<file path="src/rtl/mem_stage_ctrl_if.sv">
// Data-memory bus between the MEM stage controller (master) and the memory (slave).
interface mem_stage_ctrl_if;
  logic        dm_req;
  logic        dm_we;
  logic [31:0] dm_addr;
  logic [3:0]  dm_wstrb;
  logic [31:0] dm_wdata;
  logic        dm_gnt;
  logic        dm_rvalid;
  logic [31:0] dm_rdata;

  modport master (
    output dm_req, dm_we, dm_addr, dm_wstrb, dm_wdata,
    input  dm_gnt, dm_rvalid, dm_rdata
  );

  modport slave (
    input  dm_req, dm_we, dm_addr, dm_wstrb, dm_wdata,
    output dm_gnt, dm_rvalid, dm_rdata
  );
endinterface

</file>
<file path="src/rtl/mem_stage_ctrl.sv">
// MEM-stage data access sequencer: one bus transaction per EXE/MEM instruction,
// pipeline freeze until completion, store lane formatting and load extension.
module mem_stage_ctrl #(
  parameter int TIMEOUT = 16,
  parameter int CW      = 5
) (
  input  logic                   clk,
  input  logic                   rst,
  input  logic                   mem_rd,
  input  logic                   mem_wr,
  input  logic [2:0]             funct3,
  input  logic [31:0]            addr,
  input  logic [31:0]            wdata,
  mem_stage_ctrl_if.master       dm,
  output logic                   stall,
  output logic [31:0]            ld_data,
  output logic                   done,
  output logic                   err
);

  typedef enum logic [1:0] {IDLE, REQ, RESP, DONE} state_t;

  typedef struct packed {
    logic        we;
    logic [31:0] addr;
    logic [3:0]  wstrb;
    logic [31:0] wdata;
  } dm_req_t;

  state_t        state;
  logic [CW-1:0] cnt;
  logic          bad;
  logic          tmo;
  dm_req_t       nxt_req;
  logic [31:0]   rd_sh;
  logic [7:0]    rd_b;
  logic [15:0]   rd_h;
  logic [31:0]   ld_ext;

  assign stall = (state == IDLE && (mem_rd || mem_wr)) || state == REQ || state == RESP;
  assign tmo   = cnt >= CW'(TIMEOUT - 1);

  always_comb begin
    bad = 1'b0;
    case (funct3)
      3'b000, 3'b100: bad = 1'b0;
      3'b001, 3'b101: bad = addr[0];
      3'b010:         bad = |addr[1:0];
      default:        bad = 1'b1;
    endcase
  end

  always_comb begin
    nxt_req.we   = mem_wr;
    nxt_req.addr = {addr[31:2], 2'b00};
    case (funct3[1:0])
      2'b00: begin
        nxt_req.wstrb = 4'b0001 << addr[1:0];
        nxt_req.wdata = {4{wdata[7:0]}};
      end
      2'b01: begin
        nxt_req.wstrb = addr[1] ? 4'b1100 : 4'b0011;
        nxt_req.wdata = {2{wdata[15:0]}};
      end
      default: begin
        nxt_req.wstrb = 4'b1111;
        nxt_req.wdata = wdata;
      end
    endcase
    if (!mem_wr) nxt_req.wstrb = 4'b0000;
  end

  // Byte/half lane selection from the word returned by the bus.
  assign rd_sh = dm.dm_rdata >> {addr[1:0], 3'b000};
  assign rd_b  = rd_sh[7:0];
  assign rd_h  = addr[1] ? dm.dm_rdata[31:16] : dm.dm_rdata[15:0];

  always_comb begin
    case (funct3)
      3'b000:  ld_ext = {{24{rd_b[7]}}, rd_b};
      3'b100:  ld_ext = {24'h0, rd_b};
      3'b001:  ld_ext = {{16{rd_h[15]}}, rd_h};
      3'b101:  ld_ext = {16'h0, rd_h};
      default: ld_ext = dm.dm_rdata;
    endcase
  end

  always_ff @(posedge clk or posedge rst) begin
    if (rst) begin
      state       <= IDLE;
      cnt         <= '0;
      dm.dm_req   <= 1'b0;
      dm.dm_we    <= 1'b0;
      dm.dm_addr  <= '0;
      dm.dm_wstrb <= '0;
      dm.dm_wdata <= '0;
      ld_data     <= '0;
      done        <= 1'b0;
      err         <= 1'b0;
    end else begin
      done <= 1'b0;
      err  <= 1'b0;
      case (state)
        IDLE: if (mem_rd || mem_wr) begin
          if (bad) begin
            state <= DONE;
            done  <= 1'b1;
            err   <= 1'b1;
          end else begin
            state       <= REQ;
            cnt         <= '0;
            dm.dm_req   <= 1'b1;
            dm.dm_we    <= nxt_req.we;
            dm.dm_addr  <= nxt_req.addr;
            dm.dm_wstrb <= nxt_req.wstrb;
            dm.dm_wdata <= nxt_req.wdata;
          end
        end
        REQ: begin
          cnt <= cnt + CW'(1);
          if (dm.dm_gnt) begin
            dm.dm_req <= 1'b0;
            if (dm.dm_we) begin
              state <= DONE;
              done  <= 1'b1;
            end else begin
              state <= RESP;
            end
          end else if (tmo) begin
            dm.dm_req <= 1'b0;
            ld_data   <= '0;
            state     <= DONE;
            done      <= 1'b1;
            err       <= 1'b1;
          end
        end
        RESP: begin
          cnt <= cnt + CW'(1);
          if (dm.dm_rvalid) begin
            ld_data <= ld_ext;
            state   <= DONE;
            done    <= 1'b1;
          end else if (tmo) begin
            ld_data <= '0;
            state   <= DONE;
            done    <= 1'b1;
            err     <= 1'b1;
          end
        end
        default: state <= IDLE;
      endcase
    end
  end

endmodule
</file>
<file path="src/flat_wrapper.sv">
// flat-port wrapper written by rule: the top's interface ports become plain ports
module mem_stage_ctrl_flat 
#(
  parameter int TIMEOUT = 16,
  parameter int CW      = 5
)
  (clk, rst, mem_rd, mem_wr, funct3, addr, wdata, stall, ld_data, done, err, dm_dm_req, dm_dm_we, dm_dm_addr, dm_dm_wstrb, dm_dm_wdata, dm_dm_gnt, dm_dm_rvalid, dm_dm_rdata);
  mem_stage_ctrl_if dm_i ();
  input  logic clk;
  input  logic rst;
  input  logic mem_rd;
  input  logic mem_wr;
  input  logic [2:0] funct3;
  input  logic [31:0] addr;
  input  logic [31:0] wdata;
  output logic stall;
  output logic [31:0] ld_data;
  output logic done;
  output logic err;
  output wire logic [$bits(dm_i.dm_req)-1:0] dm_dm_req;
  output wire logic [$bits(dm_i.dm_we)-1:0] dm_dm_we;
  output wire logic [$bits(dm_i.dm_addr)-1:0] dm_dm_addr;
  output wire logic [$bits(dm_i.dm_wstrb)-1:0] dm_dm_wstrb;
  output wire logic [$bits(dm_i.dm_wdata)-1:0] dm_dm_wdata;
  input wire logic [$bits(dm_i.dm_gnt)-1:0] dm_dm_gnt;
  input wire logic [$bits(dm_i.dm_rvalid)-1:0] dm_dm_rvalid;
  input wire logic [$bits(dm_i.dm_rdata)-1:0] dm_dm_rdata;
  assign dm_dm_req = dm_i.dm_req;
  assign dm_dm_we = dm_i.dm_we;
  assign dm_dm_addr = dm_i.dm_addr;
  assign dm_dm_wstrb = dm_i.dm_wstrb;
  assign dm_dm_wdata = dm_i.dm_wdata;
  assign dm_i.dm_gnt = dm_dm_gnt;
  assign dm_i.dm_rvalid = dm_dm_rvalid;
  assign dm_i.dm_rdata = dm_dm_rdata;
  mem_stage_ctrl #(.TIMEOUT(TIMEOUT), .CW(CW)) u_core (.clk(clk), .rst(rst), .mem_rd(mem_rd), .mem_wr(mem_wr), .funct3(funct3), .addr(addr), .wdata(wdata), .dm(dm_i), .stall(stall), .ld_data(ld_data), .done(done), .err(err));
endmodule
</file>
<file path="config.mk">
export PLATFORM = sky130hd
export DESIGN_NAME = mem_stage_ctrl_flat
export DESIGN_NICKNAME = d
export VERILOG_FILES = /design/src/rtl/mem_stage_ctrl_if.sv /design/src/rtl/mem_stage_ctrl.sv /design/src/flat_wrapper.sv
export SDC_FILE = /design/constraint.sdc
export NUM_CORES = 1
export LEC_CHECK = 0
export CELL_PAD_IN_SITES_DETAIL_PLACEMENT = 0
export CELL_PAD_IN_SITES_GLOBAL_PLACEMENT = 1
export CORE_MARGIN = 1
export CORE_UTILIZATION = 34
export CTS_BUF_LIST = sky130_fd_sc_hd__clkbuf_4 sky130_fd_sc_hd__clkbuf_8
export CTS_CLUSTER_SIZE = 20
export DETAILED_ROUTE_END_ITERATION = 8
export HOLD_SLACK_MARGIN = 0.12
export PLACE_DENSITY = 0.92
export SLEW_MARGIN = 0
export SYNTH_ARGS = -nofsm -noshare
export SYNTH_HDL_FRONTEND = slang
export SYNTH_SLANG_ARGS = --single-unit
</file>
<file path="constraint.sdc">
create_clock -name clk -period 4.5 [get_ports clk]
set_clock_uncertainty 0.1 [all_clocks]
set_input_delay 0.45 -clock clk [delete_from_list [all_inputs] [get_ports clk]]
set_output_delay 0.45 -clock clk [all_outputs]
set_load 0.005 [all_outputs]
</file>
After elaboration in Yosys (flattened, before gate mapping)
Cells that the tools add are included.
{"block": "word_totals", "regBits": 109, "in_bits": 105, "out_inout_bits": 105, "wordCells": 79}
{"block": "classes", "add_sub_neg": 1, "n_lt_le_gt_ge": 1, "eq_ne": 11, "shift": 2, "n_mux": 35, "bitwise_logic": 1, "reduce_logical": 18}
{"op": "one-hot mux 32 bit (4 select lines)", "n": 1}
{"op": "two-way mux 32 bit", "n": 3}
{"op": "one-hot mux 36 bit (2 select lines)", "n": 1}
{"op": "one-hot mux 32 bit (2 select lines)", "n": 1}
{"op": "right shift 32 x 5 -> 8 bit", "n": 1}
{"op": "two-way mux 16 bit", "n": 1}
{"op": "two-way mux 1 bit", "n": 13}
{"op": "two-way mux 2 bit", "n": 5}
{"op": "two-way mux 5 bit", "n": 2}
{"op": "one-hot mux 5 bit (2 select lines)", "n": 1}
{"op": "one-hot mux 1 bit (3 select lines)", "n": 3}
{"op": "two-way mux 4 bit", "n": 2}
{"op": "OR reduction 2 bit", "n": 4}
{"op": "== test 3 bit, second input constant", "n": 2}
{"op": "!= test 2 bit, second input constant", "n": 3}
{"op": "one-hot mux 2 bit (3 select lines)", "n": 1}
{"op": "AND reduction 3 bit", "n": 2}
{"op": "nonzero test 2 bit", "n": 3}
{"op": "adder 5 x 1 -> 5 bit, second input constant", "n": 1}
{"op": ">= comparator 5 x 4 -> 1 bit, second input constant", "n": 1}
{"op": "== test 2 x 1 -> 1 bit, second input constant", "n": 2}
{"op": "zero test 2 bit", "n": 2}
{"op": "AND reduction 4 bit", "n": 1}
{"op": "<< shifter 1 x 2 -> 4 bit, first input constant", "n": 1}
{"op": "10 further kinds", "n": 12}

Depth between registers and ports, before layout
{"block": "depth", "ltp_word": 6, "ltp_mapped": 8, "mapped_depth_nobuf": 7}

Worst setup path after synthesis
Ideal clock, no wire load.
{"block": "synth_path", "path_type": "flip-flop to flip-flop", "from": "register u_core.cnt[0]", "to": "register u_core.ld_data[16]", "setup_time_ps": 65, "arrival_ps": 1914, "required_time_ps": 4335, "path_slack_ps": 2420, "stages_incl_launch_ff": 9, "path_buffers": 1, "synth_period_minus_slack_ps": 2080, "cell_sequence": "dfrtp_1 -> ha_1 -> and3_1 -> ha_1 -> nor2_1 -> a22oi_1 -> nand2_1 -> clkbuf_1 -> o221a_2"}
{"block": "synth_via", "elab_chain_len": 4, "elab_cells_between_ends": 5, "classes_between": "1 x order compare; 4 x mux"}
{"element": "from (decl)", "line": "mem_stage_ctrl.sv:31", "source": "logic [CW-1:0] cnt;"}
{"element": "from (signal assigned)", "line": "mem_stage_ctrl.sv:120", "source": "cnt <= cnt + CW'(1);"}
{"element": "from (signal assigned)", "line": "mem_stage_ctrl.sv:138", "source": "cnt <= cnt + CW'(1);"}
{"element": ">= comparator 5 x 4 -> 1 bit *", "line": "mem_stage_ctrl.sv:41", "source": "assign tmo = cnt >= CW'(TIMEOUT - 1);"}
{"element": "two-way mux 32 bit *"}
{"element": "two-way mux 32 bit, on equally long branches"}
{"element": "one-hot mux 32 bit (2 select lines) *"}
{"element": "to (signal assigned)", "line": "mem_stage_ctrl.sv:140", "source": "ld_data <= ld_ext;"}
{"element": "to (decl)", "line": "mem_stage_ctrl.sv:16", "source": "output logic [31:0] ld_data,"}
Every way passes the cells marked *; elsewhere a longest branch is shown, timed or not. The select of a mux whose other input is x is not followed.
A chain may end at the register's enable or synchronous reset.

Worst setup path in the final report
{"block": "layout_path", "from": "input port addr[1]", "to": "register u_core.dm.dm_wdata[2]"}
{"block": "layout_via", "elab_chain_len": 4}
{"element": "from (decl)", "line": "flat_wrapper.sv:14", "source": "input logic [31:0] addr;"}
{"element": "OR reduction 2 bit", "line": "mem_stage_ctrl.sv:48", "source": "3'b010: bad = |addr[1:0];"}
{"element": "one-hot mux 1 bit (3 select lines)", "line": "mem_stage_ctrl.sv:45", "source": "case (funct3)"}
{"element": "inverter 1 bit (no line)"}
{"element": "AND reduction 3 bit (no line)"}
{"element": "to (signal assigned)", "line": "mem_stage_ctrl.sv:116", "source": "dm.dm_wdata <= nxt_req.wdata;"}
{"element": "to (decl)", "line": "mem_stage_ctrl_if.sv:13", "source": "output dm_req, dm_we, dm_addr, dm_wstrb, dm_wdata,"}
Every way passes these cells.

==> results by group <==
Run status
  – Status: finished clean

Power and ir drop
  – P_leak: 0.003222 uW
  – Worst IR drop on VDD: 246.4 uV
  – Pwr per Cell Area: 574.0 nW/um^2

GRT
  – Initial antenna violation count: 0
  – GRT Overall Usage: 18.84%
  – Global-route wire length before repair: 23700 um
  – Pin count of the biggest net entering global routing: 59
  – Overflow after GRT: 0
  – Vias in the first global route: 4541

CTS
  – Post-CTS sizing: 0
  – Clock Latency Late Sink: 0.38 ns
  – Clock-pin slew on the worst setup and hold paths: 0.11 ns
  – Hold Buf Count CTS: 0
  – Root buf cell: clkbuf_8
  – Setup bufs post-CTS: 0
  – Num CTS Buffers: 9
  – CTS tree: done
  – Clock tree buffer depth: 2
  – TritonCTS Sinks: 109
  – H-Tree Depth: 3

Die
  – FP Rows: 45
  – Starting Density: 34.98%
  – Total die area: 16260 um^2
  – Die Width: 127.5 um
  – # IOs: 210
  – Core footprint: 15310 um^2
  – Die height: 127.5 um

Finish
  – Area Overhead vs Synth: 45.00%
  – Layout cells sized above 1: 15.73%
  – Fin nets: 767
  – Fin util: 50.73%
  – Ant diodes: 0

Critical path
  – Endpoint class of the critical path: register
  – CP required: 4.68 ns
  – Crit path cell chain: clkdlybuf4s50_1 -> o31ai_4 -> nand3_4 -> buf_4 -> mux2_2
  – Number of cells on the worst reg-to-reg path: 6
  – Critical path class: in2reg
  – Crit-path max FO: 51
  – Slowest cell on the critical path: clkdlybuf4s50_1
  – Startpoint types: input pin
  – Crit path DAT: 3.17 ns
  – CP max stage delay: 0.84 ns

STA
  – Worst Slack Setup Final: 1.503 ns
  – Slew Limit Fails: 0
  – Measured slew at the worst slew-check pin: 0.9119 ns
  – Fin. Hold Viols: 0
  – Peak Freq: 333.6 MHz
  – Fin crit period: 2.997 ns
  – Max_slew headroom: 39.00%
  – RSZ-0062 raised after global routing: false
  – Setup TNS: 0 ns
  – Crit share post-route: 66.60%
  – Endpoints failing setup: 0

Yosys
  – Mapped Area: 5358 um^2
  – Most used DFF post-synth: dfrtp_1
  – Distinct cells, synth: 53
  – Cells after Synth: 464
  – Sequential area share after synthesis: 50.91%
  – Async set-reset flop share out of synthesis: 100.0%
  – Post-Syn Area per Cell: 11.55 um^2
  – #FFs+latches synth: 109
  – Post-synth EDFFs: 0
  – Yosys warnings: 0

Detailed routing
  – Vias/cell: 5.096
  – Vias: 4444
  – Routed wire length: 15260 um
  – Antenna Violating Nets Remaining: 0
  – WL per Instance: 17.50 um
  – DRC errors left: 0
  – 1st-iter DRT viols: 297
  – First drt pass iteration count: 4

Min path
  – Worst Hold Class: reg2reg
  – Hold path depth: 2

Placed design
  – Gpl congestion: 0.8617
  – I/O Buffers: 207
  – Final HPWL DP: 11520 um
  – Placement Setup Slack: 1.074 ns

Job
  – Max cap viols: 0
-- stage by stage --
stage	std cells	hold slack (ns)	instance area, um^2	total power (uW)
finish	872	0.3937	7769	4459
global route	872	0.4093	7769	4744
CTS	872	0.3985	7769	4498
detailed placement	856	0.3742	7566	3865
global placement	856	0.3641	7566	3779
floorplan	465	0.3598	5361	2616
-- cells by family (layout without fill, tap and decap cells) --
family / count (synthesis) / in the layout / synth area share, %
simple gates: 104 / 104 / 9.692
flops: 109 / 109 / 50.91
fa+ha+maj: 6 / 6 / 1.401
mux: 72 / 72 / 14.85
compound gates: 127 / 127 / 18.85
other cells: 1 / 2 / 0.06999
buf+inv: 45 / 241 / 4.227
-- state kept, by name, indices dropped and copies added, names as in the netlist --
name / flops
u_core.dm.dm_req: 1
u_core.err: 1
u_core.dm.dm_wstrb: 4
u_core.cnt: 5
u_core.done: 1
u_core.state: 2
u_core.dm.dm_we: 1
u_core.dm.dm_wdata: 32
u_core.dm.dm_addr: 30
u_core.ld_data: 32
-- routing by layer --
metal | track usage [%] | part of all wire (%) | vias to the layer above
met1 | 23.86 | 43 | 2204
li1 | - | - | 2072
met4 | 8.754 | 2.8 | 0
met2 | 31.47 | 50 | 138
met5 | 0 | 0 | -
met3 | 3.183 | 4.4 | 30
-- cells in the mapped netlist, types with 3 or more instances --
cell       count  area share [%]
a21oi_1       14             1.3
nor3_1         3            0.28
a221oi_2       7             2.0
a22oi_1        3            0.42
nor2b_1        4            0.47
mux2_2        46             9.7
o221a_2       16             3.4
dfrtp_1      109              51
buf_2         16             1.5
buf_6          4            0.84
and2_1        19             2.2
a222oi_1       6             1.1
o2bb2ai_1     14             2.3
clkbuf_1      10            0.70
nor2_2         3            0.35
mux2i_1       24             4.5
inv_1         11            0.77
nand2_1       41             2.9
a22o_1         6            0.98
nor2_1        15             1.1
nand2b_1       7            0.82
ha_1           6             1.4
o21ai_0       42             3.9
-- layout by cell type (no fill, tap or decap), drive strengths merged, types with 14 or more instances in the layout --
cell and n:
a21oi 14, nand2 41, o21ai 44, and2 19, o221a 16, dfrtp 109
mux2i 24, o2bb2ai 14, mux2 47, clkdlybuf4s50 206, nor2 18
-- path summary, 6_finish.rpt --
kind,slack [ns],endpoint,startpoint
min,0.39,u_core.dm.dm_wdata[26],u_core.dm.dm_wdata[26]
min in group asynchronous,0.42,u_core.dm.dm_addr[30],rst
min reg2reg,0.39,u_core.dm.dm_wdata[26],u_core.dm.dm_wdata[26]
max reg2reg,1.75,u_core.dm.dm_wdata[2],u_core.state[1]
max,1.50,u_core.dm.dm_wdata[2],addr[1]
max in group asynchronous,3.03,u_core.ld_data[13],rst
-- layout make-up --
class	count	area, um^2
timing repair buffer	213	2112
sequential	109	2728
tap	211	264.0
clock buffer	11	145.1
multi-input combinational	311	2415
fill	1407	7546
inverter	12	47.55
clock inverter	5	57.56
-- where the power goes --
part | switching, uW | total [uW] | internal [uW]
logic | 771 | 2100 | 1330
clock network | 344 | 625 | 282
registers | 279 | 1730 | 1450
-- critical path: cells and delay by family --
| family | cells | cell delay, ns |
|---|---|---|
| buf+inv | 2 | 1.33 |
| simple gates | 1 | 0.53 |
| compound gates | 1 | 0.50 |
| mux | 1 | 0.33 |
Note: power is estimated with default switching activity, not from simulation.
